**src/rtl/mem_dma_copier.sv**
```systemverilog
`default_nettype none
// ============================================================================
// Module   : mem_dma_copier
// Purpose  : Word-by-word DMA copier mastering the PicoRV32 native memory bus.
//            Optional constant-fill mode is compiled in with MEM_DMA_FILL_EN.
// Revision : 1.0 - initial release
// ============================================================================
module mem_dma_copier #(
    parameter int LEN_W = 16
) (
    input  logic             clk,
    input  logic             resetn,
    input  logic             cfg_start,
    input  logic [31:0]      cfg_src,
    input  logic [31:0]      cfg_dst,
    input  logic [LEN_W-1:0] cfg_len,
    input  logic             cfg_fill,
    input  logic [31:0]      cfg_pattern,
    input  logic             cfg_abort,
    output logic             busy,
    output logic             done,
    output logic             aborted,
    output logic             mem_valid,
    output logic [31:0]      mem_addr,
    output logic [31:0]      mem_wdata,
    output logic [3:0]       mem_wstrb,
    input  logic             mem_ready,
    input  logic [31:0]      mem_rdata
);

    typedef enum logic [2:0] {
        S_IDLE   = 3'd0,
        S_RD_REQ = 3'd1,
        S_RD_GAP = 3'd2,
        S_WR_REQ = 3'd3,
        S_WR_GAP = 3'd4
    } state_t;

    localparam logic [3:0]  c_STRB_RD = 4'b0000;
    localparam logic [3:0]  c_STRB_WR = 4'b1111;
    localparam logic [31:0] c_WORD    = 32'd4;

    state_t           r_state, w_state;
    logic [31:0]      r_src, w_src, r_dst, w_dst;
    logic [31:0]      r_addr, w_addr, r_wdata, w_wdata;
    logic [LEN_W-1:0] r_rem, w_rem;
    logic [3:0]       r_wstrb, w_wstrb;
    logic             r_valid, w_valid, r_busy, w_busy;
    logic             r_done, w_done, r_aborted, w_aborted;
    logic             w_xfer, w_accept;
    logic             w_fill_req, w_fill_mode;
    logic [31:0]      w_pattern;
    logic             w_unused_lsb;

    assign w_unused_lsb = ^{cfg_src[1:0], cfg_dst[1:0]};
    assign w_xfer       = r_valid && mem_ready;
    // a zero-length job leaves busy set for one IDLE cycle; starts are ignored then
    assign w_accept     = (r_state == S_IDLE) && !r_busy && cfg_start;

`ifdef MEM_DMA_FILL_EN
    logic r_fill;

    always_ff @(posedge clk or negedge resetn) begin
        if (!resetn) begin
            r_fill <= 1'b0;
        end else if (w_accept) begin
            r_fill <= cfg_fill;
        end
    end

    assign w_fill_req  = cfg_fill;
    assign w_fill_mode = r_fill;
    assign w_pattern   = cfg_pattern;
`else
    logic w_unused_fill;

    assign w_unused_fill = ^{cfg_fill, cfg_pattern};
    assign w_fill_req    = 1'b0;
    assign w_fill_mode   = 1'b0;
    assign w_pattern     = 32'd0;
`endif

    always_ff @(posedge clk or negedge resetn) begin
        if (!resetn) begin
            r_state   <= S_IDLE;
            r_src     <= 32'd0;
            r_dst     <= 32'd0;
            r_rem     <= '0;
            r_addr    <= 32'd0;
            r_wdata   <= 32'd0;
            r_wstrb   <= 4'd0;
            r_valid   <= 1'b0;
            r_busy    <= 1'b0;
            r_done    <= 1'b0;
            r_aborted <= 1'b0;
        end else begin
            r_state   <= w_state;
            r_src     <= w_src;
            r_dst     <= w_dst;
            r_rem     <= w_rem;
            r_addr    <= w_addr;
            r_wdata   <= w_wdata;
            r_wstrb   <= w_wstrb;
            r_valid   <= w_valid;
            r_busy    <= w_busy;
            r_done    <= w_done;
            r_aborted <= w_aborted;
        end
    end

    always_comb begin
        w_state   = r_state;
        w_src     = r_src;
        w_dst     = r_dst;
        w_rem     = r_rem;
        w_addr    = r_addr;
        w_wdata   = r_wdata;
        w_wstrb   = r_wstrb;
        w_valid   = r_valid;
        w_busy    = r_busy;
        w_done    = 1'b0;
        w_aborted = r_aborted;
        case (r_state)
            S_IDLE: begin
                if (r_busy) begin
                    w_busy = 1'b0;
                end else if (w_accept) begin
                    w_src     = {cfg_src[31:2], 2'b00};
                    w_dst     = {cfg_dst[31:2], 2'b00};
                    w_rem     = cfg_len;
                    w_busy    = 1'b1;
                    w_aborted = 1'b0;
                    if (cfg_len == '0) begin
                        w_done = 1'b1;
                    end else if (w_fill_req) begin
                        w_state = S_WR_REQ;
                        w_valid = 1'b1;
                        w_addr  = {cfg_dst[31:2], 2'b00};
                        w_wstrb = c_STRB_WR;
                        w_wdata = w_pattern;
                    end else begin
                        w_state = S_RD_REQ;
                        w_valid = 1'b1;
                        w_addr  = {cfg_src[31:2], 2'b00};
                        w_wstrb = c_STRB_RD;
                    end
                end
            end
            S_RD_REQ: begin
                if (w_xfer) begin
                    w_valid = 1'b0;
                    w_wdata = mem_rdata;
                    w_state = S_RD_GAP;
                end
            end
            S_RD_GAP: begin
                // abort here drops the word just read
                if (cfg_abort) begin
                    w_state   = S_IDLE;
                    w_busy    = 1'b0;
                    w_done    = 1'b1;
                    w_aborted = 1'b1;
                end else begin
                    w_state = S_WR_REQ;
                    w_valid = 1'b1;
                    w_addr  = r_dst;
                    w_wstrb = c_STRB_WR;
                end
            end
            S_WR_REQ: begin
                if (w_xfer) begin
                    w_valid = 1'b0;
                    w_dst   = r_dst + c_WORD;
                    if (!w_fill_mode) begin
                        w_src = r_src + c_WORD;
                    end
                    if (r_rem != '0) begin
                        w_rem = r_rem - LEN_W'(1);
                    end
                    w_state = S_WR_GAP;
                end
            end
            S_WR_GAP: begin
                if (cfg_abort || (r_rem == '0)) begin
                    w_state   = S_IDLE;
                    w_busy    = 1'b0;
                    w_done    = 1'b1;
                    w_aborted = cfg_abort;
                end else if (w_fill_mode) begin
                    w_state = S_WR_REQ;
                    w_valid = 1'b1;
                    w_addr  = r_dst;
                    w_wstrb = c_STRB_WR;
                end else begin
                    w_state = S_RD_REQ;
                    w_valid = 1'b1;
                    w_addr  = r_src;
                    w_wstrb = c_STRB_RD;
                end
            end
            default: begin
                w_state = S_IDLE;
                w_valid = 1'b0;
                w_busy  = 1'b0;
            end
        endcase
    end

    assign busy      = r_busy;
    assign done      = r_done;
    assign aborted   = r_aborted;
    assign mem_valid = r_valid;
    assign mem_addr  = r_addr;
    assign mem_wdata = r_wdata;
    assign mem_wstrb = r_wstrb;

endmodule
`default_nettype wire
```
**config.mk**
```make
export PLATFORM = sky130hd
export DESIGN_NAME = mem_dma_copier
export DESIGN_NICKNAME = d
export VERILOG_FILES = /design/src/rtl/mem_dma_copier.sv
export SDC_FILE = /design/constraint.sdc
export NUM_CORES = 1
export LEC_CHECK = 0
export BUFFER_PORTS_ARGS = -buffer_cell sky130_fd_sc_hd__buf_2
export CAP_MARGIN = 10
export CORE_MARGIN = 2
export CORE_UTILIZATION = 40
export DETAILED_ROUTE_END_ITERATION = 12
export PLACE_DENSITY = 0.61
export SETUP_SLACK_MARGIN = 0.15
export SYNTH_ARGS = -nofsm -noshare
export SYNTH_HDL_FRONTEND = slang
export SYNTH_SLANG_ARGS = --single-unit
```
**constraint.sdc**
```tcl
create_clock -name clk -period 5.3 [get_ports clk]
set_input_delay 0 -clock clk [delete_from_list [all_inputs] [get_ports clk]]
set_output_delay 0 -clock clk [all_outputs]
set_load 0.01 [all_outputs]
```
==> results of run 1 <==
[Yosys cell counts (2+ instances only)]
| cell | instances | area, um^2 |
|---|---|---|
| dfrtp_1 | 147 | 3680 |
| a21oi_1 | 117 | 586 |
| o22ai_1 | 91 | 569 |
| mux2_2 | 61 | 687 |
| nand2_1 | 61 | 229 |
| clkbuf_1 | 52 | 195 |
| nor2_1 | 49 | 184 |
| o21ai_0 | 46 | 230 |
| nand3_1 | 44 | 220 |
| nand4_1 | 22 | 138 |
| o22a_1 | 21 | 184 |
| a2bb2oi_1 | 20 | 175 |
| buf_2 | 16 | 80.1 |
| inv_1 | 16 | 60.1 |
| and3_1 | 12 | 75.1 |
| nor3_1 | 9 | 45.0 |
| nor4_1 | 9 | 56.3 |
| a22oi_1 | 8 | 60.1 |
| or3_1 | 8 | 50.1 |
| a31oi_1 | 7 | 43.8 |
| buf_1 | 7 | 26.3 |
| o31ai_1 | 7 | 52.6 |
| nand2b_1 | 6 | 37.5 |
| and4_1 | 5 | 43.8 |
| a211oi_1 | 4 | 30.0 |
| a21o_1 | 4 | 30.0 |
| and2_1 | 4 | 25.0 |
| buf_4 | 4 | 30.0 |
| or4_1 | 4 | 30.0 |
| a31o_2 | 3 | 26.3 |
| ha_1 | 3 | 37.5 |
| mux2i_1 | 3 | 30.0 |
| nor2b_1 | 3 | 18.8 |
| nor4_2 | 3 | 37.5 |
| o221ai_1 | 3 | 26.3 |
| or2_2 | 3 | 18.8 |
| a32oi_1 | 2 | 17.5 |
| a41o_1 | 2 | 20.0 |
| a41oi_1 | 2 | 17.5 |
| o21a_1 | 2 | 15.0 |
| o21bai_1 | 2 | 15.0 |
| o311ai_0 | 2 | 17.5 |
| o41ai_1 | 2 | 17.5 |
[critical path: cells and delay by family (launching register included)]
kind,cells,cell delay (ps)
flops,1,700
compound gates,2,520
simple gates,2,1520
[state kept, by name, summed over array words and instances, names as in the netlist]
signal	flops
mem_wstrb	1
r_src	30
r_state	3
mem_valid	1
mem_wdata	32
busy	1
r_rem	16
r_dst	30
mem_addr	31
done	1
aborted	1
[logic make-up (layout without fill, tap and decap cells)]
| family | Yosys count | in the layout | share of synthesized area (%) |
|---|---|---|---|
| AOI/OAI and AO/OA | 355 | 355 | 26.8 |
| and+or+nand+nor | 249 | 249 | 15.3 |
| DFF | 147 | 147 | 44.2 |
| buffers and inverters | 95 | 349 | 4.70 |
| muxes | 64 | 64 | 8.61 |
| adders and majority gates | 3 | 3 | 0.451 |
[layer usage]
metal / vias to the layer above / GRT usage [%] / wire (um)
li1: 3981 / - / -
met1: 4038 / 32.7 / 11400
met2: 304 / 38.8 / 12800
met3: 43 / 4.36 / 1630
met4: 0 / 7.81 / 665
met5: - / 0 / 0
[how the worst max path moves through the flow]
stage / from / endpoint / slack [ps] / cells after the start
6_report: r_state[2] / r_src[27] / 2340 / 4
5_1_grt: r_state[2] / r_dst[9] / 2150 / 6
4_1_cts: r_state[2] / r_src[27] / 2380 / 4
3_5_place_dp: r_state[2] / r_src[27] / 2390 / 4
3_3_place_gp: r_state[2] / r_dst[9] / 2420 / 6
2_1_floorplan: r_rem[0] / mem_addr[10] / 3100 / 8
[layout make-up]
cell class | count | area share [%]
tap | 270 | 3.04
timing repair buffer | 301 | 18.9
sequential | 147 | 33.1
inverter | 16 | 0.541
clock buffer | 22 | 4.36
clock inverter | 10 | 1.38
multi-input combinational | 671 | 38.7
[metrics by stage]
step                area (um^2)  worst slack [ps]  hold slack (ps)  cells
finish                    11100              2340             16.8   1437
floorplan                  8330              3100             -296    913
CTS                       11100              2380             3.77   1436
detailed placement         9410              2390              184   1301
global route              11100              2150             35.3   1437
global placement           9410              2420              188   1301
[power breakdown]
group	switching [mW]	internal, mW	leakage (nW)
sequential	0.576	1.68	1.71
clock	0.478	0.835	0.316
combinational	1.50	1.20	2.58
==> results_dict.tcl, run 1 <==
set metrics [dict create \
    placementRows 52 \
    max_freq_ghz 0.338 \
    finalClockSkew_ps 7.19 \
    min-delay-start "cfg_len[8]" \
    hold_buffers 103 \
    ant_nets 0 \
    worstPathRequired_ps 5540 \
    synthCells 913 \
    regArea_um2 3680 \
    routed_wl_um 26500 \
    postCtsSetupBuffers 0 \
    ys_ff_latch 147 \
    fin_nets 1307 \
    ys_seq_area_share_pct 44.2 \
    start_util_pct 40.9 \
    fillCellCount 1857 \
    cp.arrival_ps 3200 \
    hold_end "r_rem[8]" \
    cap_violations 0 \
    r2r_setup_slack_ps 2340 \
    pin_count 222 \
    dieArea_um2 22000 \
    root_buffer "clkbuf_16" \
    worstMarginPinSlew_ps 1080 \
    antenna_found_initial 0 \
    holdPathStages 4 \
    final_core_util_pct 54.5 \
    die_h_um 148 \
    dr.first_iter.drc_count 546 \
    multi_input_comb_area_um2 4290 \
    cpPeakStageDelay_ps 1030 \
    path_max_fanout 71 \
    grt_pass1_wl_um 42200 \
    synth-main-ff-cell "dfrtp_1" \
    grt_max_degree 100 \
    vias 8366 \
    io_buffers 184 \
    startpoint_type "register" \
    final_cell_mix "buf_2, dfrtp_1, a21oi_1" \
    worstRegToRegCells 4 \
    numCtsBuffers 17 \
    grt-ovfl-total 0 \
    cpMaxStageDelayCell "and3b_4" \
    cts_resized 0 \
    avgViaCountPerCell 5.82 \
    cp_cell_sequence "and3b_4 > nand3_1 > o32ai_1 > a22oi_1" \
    first_pass_iters 5 \
    maxSlewHeadroom_pct 27.9 \
    hpwl_um 17400 \
    post-route-min-period_ps 2960 \
    layout_commonest_cell "buf_2" \
    setup_viol 0 \
    syn_to_final_growth_pct 33.3 \
    synthesis.nets 1066 \
    drc 0 \
    hold_path.class "in -> reg" \
    dieWidth_um 148 \
    avgRoutedWirePerCell_um 18.4 \
    p_leak_nw 4.61 \
    h-tree-depth 4 \
    tns_ps 0 \
    criticalPathCategory "reg -> reg" \
    drv_slew 0 \
    clk_path_buf_depth 2 \
    core-area_um2 20400 \
    syn_area_per_cell_um2 9.12 \
    status "finished clean" \
    grt_pass1_vias 7932 \
    r2r_start "r_state[2]" \
    drive_above_1_share_pct 26.5 \
    grtUsageTotal_pct 24.0 \
    period_share_pct 55.8 \
    gp_congestion 0.855 \
    cts.clk_slew.worst_paths_ps 60 \
    clkLatencyLatePin_ps 420 \
    rsz0062_at_grt "no" \
    r2r_end "r_src[27]" \
    ir_drop_v 0.000301 \
    end_kind "register" \
    power.density_nw_per_um2 565 \
    diodes 0 \
    synthDistinctLibCells 60 \
    p_total_mw 6.27 \
    hold_violations 0 \
    cts_tree "yes" \
    synth_edf_count 0 \
    synth_area_um2 8330 \
    async_flop_share_pct 100 \
    yosys_warnings 0 \
    cts_sinks 147 \
]
Power figures use the tool's default switching activity.
==> run 2, diff against run 1 <==
ABC_AREA = 1   (was not set)
PLACE_DENSITY = 0.63   (was 0.61)
clock period = 2.35 ns   (was 5.3 ns; I/O delays follow)
==> run 2 against run 1 <==
  * Synthesized area increased by 10%
  * Largest cell class unchanged
  * Power increased to 2.6 times the previous value
  * Critical path type unchanged
  * Synthesized cell count increased by 51%
  * Routed wire length increased by 15%
  * Clock skew increased by 4.5 ps
  * Clock-buffer cell count decreased by 5
  * Worst setup slack got worse by 2100 ps
  * Global-route usage increased by 1.3 points
  * Via count increased by 19%
  * Hold slack improved by 4.6 ps
  * Utilization decreased by 0.43 points
==> results_dict.tcl, run 2 <==
set metrics [dict create \
    dr.first_iter.drc_count 943 \
    yosys_warnings 0 \
    avgRoutedWirePerCell_um 15.6 \
    fillCellCount 2166 \
    hold_path.class "in -> reg" \
    power.density_nw_per_um2 1310 \
    vias 9996 \
    final_core_util_pct 54.1 \
    gp_congestion 0.960 \
    startpoint_type "register" \
    grt-ovfl-total 0 \
    period_share_pct 89.6 \
    multi_input_comb_area_um2 4970 \
    layout.cells.non_filler 1957 \
    fin_ws_ps 246 \
    routed_wl_um 30600 \
    cts_tree "yes" \
    core-area_um2 22600 \
    tns_ps 0 \
    pin_count 222 \
    syn_to_final_growth_pct 33.0 \
    rsz0062_at_grt "yes" \
    ir_drop_v 0.000962 \
    start_util_pct 40.7 \
    finalClockSkew_ps 11.7 \
    ys_top_cells_by_area "dfrtp_1, nand2_1, nor2_1" \
    dp.cells 1811 \
    cp.arrival_ps 2480 \
    diodes 0 \
    first_pass_iters 5 \
    synthesis.nets 1534 \
    avgViaCountPerCell 5.11 \
    die_h_um 156 \
    grt_max_degree 86 \
    cts_sinks 147 \
    status "finished clean" \
    synth-main-ff-cell "dfrtp_1" \
    numCtsBuffers 17 \
    setup_viol 0 \
    place_ws_ps 217 \
    largest_register_ffs 32 \
    dieWidth_um 156 \
    syn_area_per_cell_um2 6.66 \
    regArea_um2 3680 \
    grt_pass1_vias 9241 \
    async_flop_share_pct 100 \
    grt_pass1_wl_um 48300 \
    maxSlewHeadroom_pct 60.7 \
    fin_nets 1812 \
    dieArea_um2 24200 \
    antenna_found_initial 0 \
    cap_violations 0 \
    path_max_fanout 5 \
    end_kind "register" \
    p_total_mw 16.0 \
    clk_path_buf_depth 2 \
    layout_commonest_cell "nand2_1" \
    drv_slew 0 \
    synthDistinctLibCells 27 \
    p_leak_nw 5.94 \
    worstPathRequired_ps 2720 \
    drive_above_1_share_pct 17.5 \
    clkLatencyLatePin_ps 430 \
    worstMarginPinSlew_ps 590 \
    hold_violations 0 \
    synth_edf_count 0 \
    placementRows 55 \
    synth.most_common_cell "nand2_1" \
    ant_nets 0 \
    final_cell_mix "nand2_1, nor2_1, buf_2" \
    io_buffers 184 \
    post-route-min-period_ps 2100 \
    ys_seq_area_share_pct 40.0 \
    synthCells 1381 \
    grtUsageTotal_pct 25.3 \
    root_buffer "clkbuf_16" \
    synth_common_cells "nand2_1, nor2_1, dfrtp_1" \
    drc 0 \
    hpwl_um 21700 \
    max_freq_ghz 0.475 \
    h-tree-depth 4 \
    ys_ff_latch 147 \
    synth_top_area_share_pct 40.0 \
    cts.clk_slew.worst_paths_ps 70 \
    yosysTopAreaCell "dfrtp_1" \
    synth_area_um2 9200 \
    criticalPathCategory "reg -> reg" \
]
## run 2: cell types whose count changed after synthesis, moves of 21 or more
cell and delta:
a21oi_1 -116, clkbuf_1 -21, inv_1 +57, mux2_2 -29, nand2_1 +482, nand3_1 +80
nor2_1 +184, o211ai_1 +28, o22a_1 -21, o22ai_1 -91
## run 2: power by group
part / internal, mW / switching, mW
sequential: 3.83 / 1.21
clock: 1.84 / 1.28
combinational: 2.90 / 4.95
## run 2: final timing paths
kind | from | end | slack (ps) | cells past startpoint
worst min-delay path | cfg_dst[7] | r_dst[7] | 20 | 5
min in group asynchronous | resetn | mem_wdata[22] | 80 | 2
worst max register to register | r_rem[0] | done | 250 | 9
worst min register to register | mem_addr[24] | mem_addr[24] | 470 | 2
max in group asynchronous | resetn | r_src[7] | 1360 | 3
worst max-delay path | r_rem[0] | done | 250 | 9
## run 2: timing repair
action / CTS / global route
hold endpoints to repair: 174 / 0
gates resized for setup: 0 / 5
buffers inserted: 0 / 1
endpoints found under the setup margin: 0 / 12
hold buffers: 111 / 0
## run 2: kinds of logic (layout without fill, tap and decap cells)
group / count (synthesis) / in the layout / synth area share, %
and+or+nand+nor: 962 / 962 / 43.0
DFF: 147 / 147 / 40.0
buffers and inverters: 139 / 430 / 6.20
AOI/OAI and AO/OA: 89 / 89 / 5.64
muxes: 32 / 32 / 3.92
xor gates and xnor gates: 9 / 9 / 0.856
adders and majority gates: 3 / 3 / 0.408
## run 2: per-stage QoR
step	area (um^2)	hold slack, ps
floorplan	9200	-296
global placement	10400	-0.996
detailed placement	10400	-0.934
CTS	12200	5.30
global route	12200	22.8
finish	12200	21.3
## run 2: cell type report
type                    instances  share of cell area, %
multi-input cells            1095                   40.6
flip-flops and latches        147                   30.0
repair buffers                319                   18.5
clock buffers                  17                   3.47
well taps                     285                   2.91
inverters                      77                   2.39
clock inverters                15                   1.93
repair inverters                2                  0.123
## run 2: worst max-delay path: stages (launching register included)
cell and delay (ps):
dfrtp_1 400, inv_1 110, ha_1 190, nand3_1 200, nor2_2 190, nand2_1 110, nand2_1 70, nand2_1 110
o211ai_1 100, dlygate4sd3_1 560
## run 2: routing by layer
layer	GRT usage [%]	routed length (um)
met5	0	0
met4	7.47	800
met3	5.47	2350
met2	41.7	13900
met1	33.6	13500
==> run 3, diff against run 2 <==
PLACE_DENSITY = 0.61   (was 0.63)
clock period = 2.65 ns   (was 2.35 ns; I/O delays follow)
==> run 3 against run 2 <==
  * Utilization shrank 0.60 points
  * Clock power is 21% lower
  * Routed wire length increased by 0.96%
  * Clock skew is 1.6 ps higher
  * Clock-buffer cell count stayed put
  * Combinational power fell by 14%
  * Via count fell by 0.61%
  * Critical path depth grew 1
  * Final cell count shrank 0.41%
  * Largest cell class unchanged
==> results_dict.tcl, run 3 (synthesized netlist as in run 2, its figures left out) <==
set metrics [dict create \
    r2r_start "r_rem[0]" \
    final_core_util_pct 53.5 \
    fin_nets 1804 \
    criticalPathCategory "reg -> reg" \
    holdPathStages 5 \
    path_max_fanout 32 \
    cts_tree "yes" \
    first_pass_iters 6 \
    power_frac_comb_pct 49.3 \
    worstPathRequired_ps 2960 \
    grt_pass1_vias 9249 \
    syn_to_final_growth_pct 31.6 \
    numCtsBuffers 17 \
    cpPeakStageDelay_ps 570 \
    io_buffers 184 \
    routed_wl_um 30900 \
    fillCellCount 2260 \
    worst-path-buf-inv 3 \
    start_util_pct 40.7 \
    cpMaxStageDelayCell "dlygate4sd3_1" \
    cp.arrival_ps 2650 \
    hpwl_um 21700 \
    drive_above_1_share_pct 16.8 \
    r2r_setup_slack_ps 310 \
    cellInternalPower_mw 7.15 \
    tns_ps 0 \
    cts.clk_slew.worst_paths_ps 70 \
    worstRegToRegCells 10 \
    startpoint_type "register" \
    vias 9935 \
    min-delay-start "cfg_len[2]" \
    p_total_mw 13.8 \
    rsz0062_at_grt "no" \
    seq_power_share_pct 32.9 \
    p_leak_nw 5.88 \
    grt_max_degree 98 \
    cts_sinks 147 \
    ant_nets 0 \
    root_buffer "clkbuf_16" \
    pin_count 222 \
    diodes 0 \
    grt-ovfl-total 0 \
    cp_common_cell "nand2_1" \
    worstMarginPinSlew_ps 710 \
    post-route-min-period_ps 2340 \
    drc 0 \
    hold_path.class "in -> reg" \
    antenna_found_initial 0 \
    drv_slew 0 \
    switching_power_mw 6.62 \
    hold_end "r_rem[2]" \
    placementRows 55 \
    setup_viol 0 \
    r2r_end "done" \
    dieArea_um2 24200 \
    dieWidth_um 156 \
    power.density_nw_per_um2 1140 \
    avgViaCountPerCell 5.10 \
    final_cell_mix "nand2_1, nor2_1, buf_2" \
    clkLatencyLatePin_ps 440 \
    clkPwrFrac_pct 17.8 \
    die_h_um 156 \
    end_kind "register" \
    cp_top_family "buffers and inverters" \
    avgRoutedWirePerCell_um 15.8 \
    cp_cell_sequence "inv_1 > ha_1 > nand3_1 > nor2_1 > nand2_1 > nand2_1 > nand2_1 > buf_6 > o211ai_1 > dlygate4sd3_1" \
    grt_pass1_wl_um 49100 \
    dr.first_iter.drc_count 881 \
    gp_congestion 0.915 \
    swShare_pct 48.1 \
    maxSlewHeadroom_pct 52.6 \
    largest_register_ffs 32 \
    ir_drop_v 0.000780 \
    max_freq_ghz 0.427 \
    status "finished clean" \
    finalClockSkew_ps 13.3 \
    cap_violations 0 \
    period_share_pct 88.4 \
    layout_commonest_cell "nand2_1" \
    grtUsageTotal_pct 25.7 \
    core-area_um2 22600 \
    clk_path_buf_depth 2 \
    hold_violations 0 \
    h-tree-depth 4 \
]
[run 3: metal layers]
layer | wire length [um] | vias to the layer above | track usage [%] | share of wire [%]
li1 | - | 4967 | - | -
met1 | 14000 | 4556 | 34.8 | 45
met2 | 14000 | 367 | 41.5 | 45
met3 | 2040 | 45 | 4.86 | 6.6
met4 | 804 | 0 | 8.30 | 2.6
met5 | 0 | - | 0 | 0
[run 3: worst max path at each step]
stage                   endpoint     start  cells past startpoint  slack [ps]
floorplan           mem_addr[22]  r_rem[0]                     10         990
global placement     mem_addr[1]  r_rem[0]                      9         420
detailed placement   mem_addr[1]  r_rem[0]                      9         360
CTS                         done  r_rem[0]                     10         270
global route                done  r_rem[0]                     10         160
finish                      done  r_rem[0]                     10         310
[run 3: layout make-up]
class	instances	area, um^2	share of cell area (%)
Multi-Input combinational cell	1095	4960	41.0
Sequential cell	147	3680	30.4
Timing Repair Buffer	313	2230	18.4
Clock buffer	17	425	3.51
Tap cell	285	357	2.94
Inverter	77	289	2.39
Clock inverter	15	166	1.37
[run 3: metrics by stage]
stage,worst slack (ps),hold slack (ps),cell area (um^2),cells
3_3_place_gp,416,16.1,10400,1805
4_1_cts,266,2.33,12100,1949
5_1_grt,160,54.5,12100,1949
6_report,308,17.4,12100,1949
2_1_floorplan,987,-296,9200,1381
3_5_place_dp,365,18.4,10400,1805
[run 3: what timing repair did]
item                                    CTS  global route
hold buffers                            112             0
gates resized for setup                   0             1
hold endpoints to repair                170             0
endpoints found under the setup margin    0             1
buffers inserted                          0             0
[run 3: worst min-delay path: cells and delay by family]
kind,cells,cell delay [ps]
AND/OR/NAND/NOR,2,110
AO/OA/AOI/OAI,2,210
buffers and inverters,1,90
[run 3: power groups by stage]
stage / logic [mW] / registers (mW) / clock network (mW)
2_1_floorplan: 4.50 / 4.45 / 0
3_3_place_gp: 6.54 / 4.51 / 0
3_5_place_dp: 6.65 / 4.53 / 0
4_1_cts: 6.81 / 4.50 / 2.50
5_1_grt: 7.72 / 4.68 / 2.60
6_report: 6.79 / 4.53 / 2.45
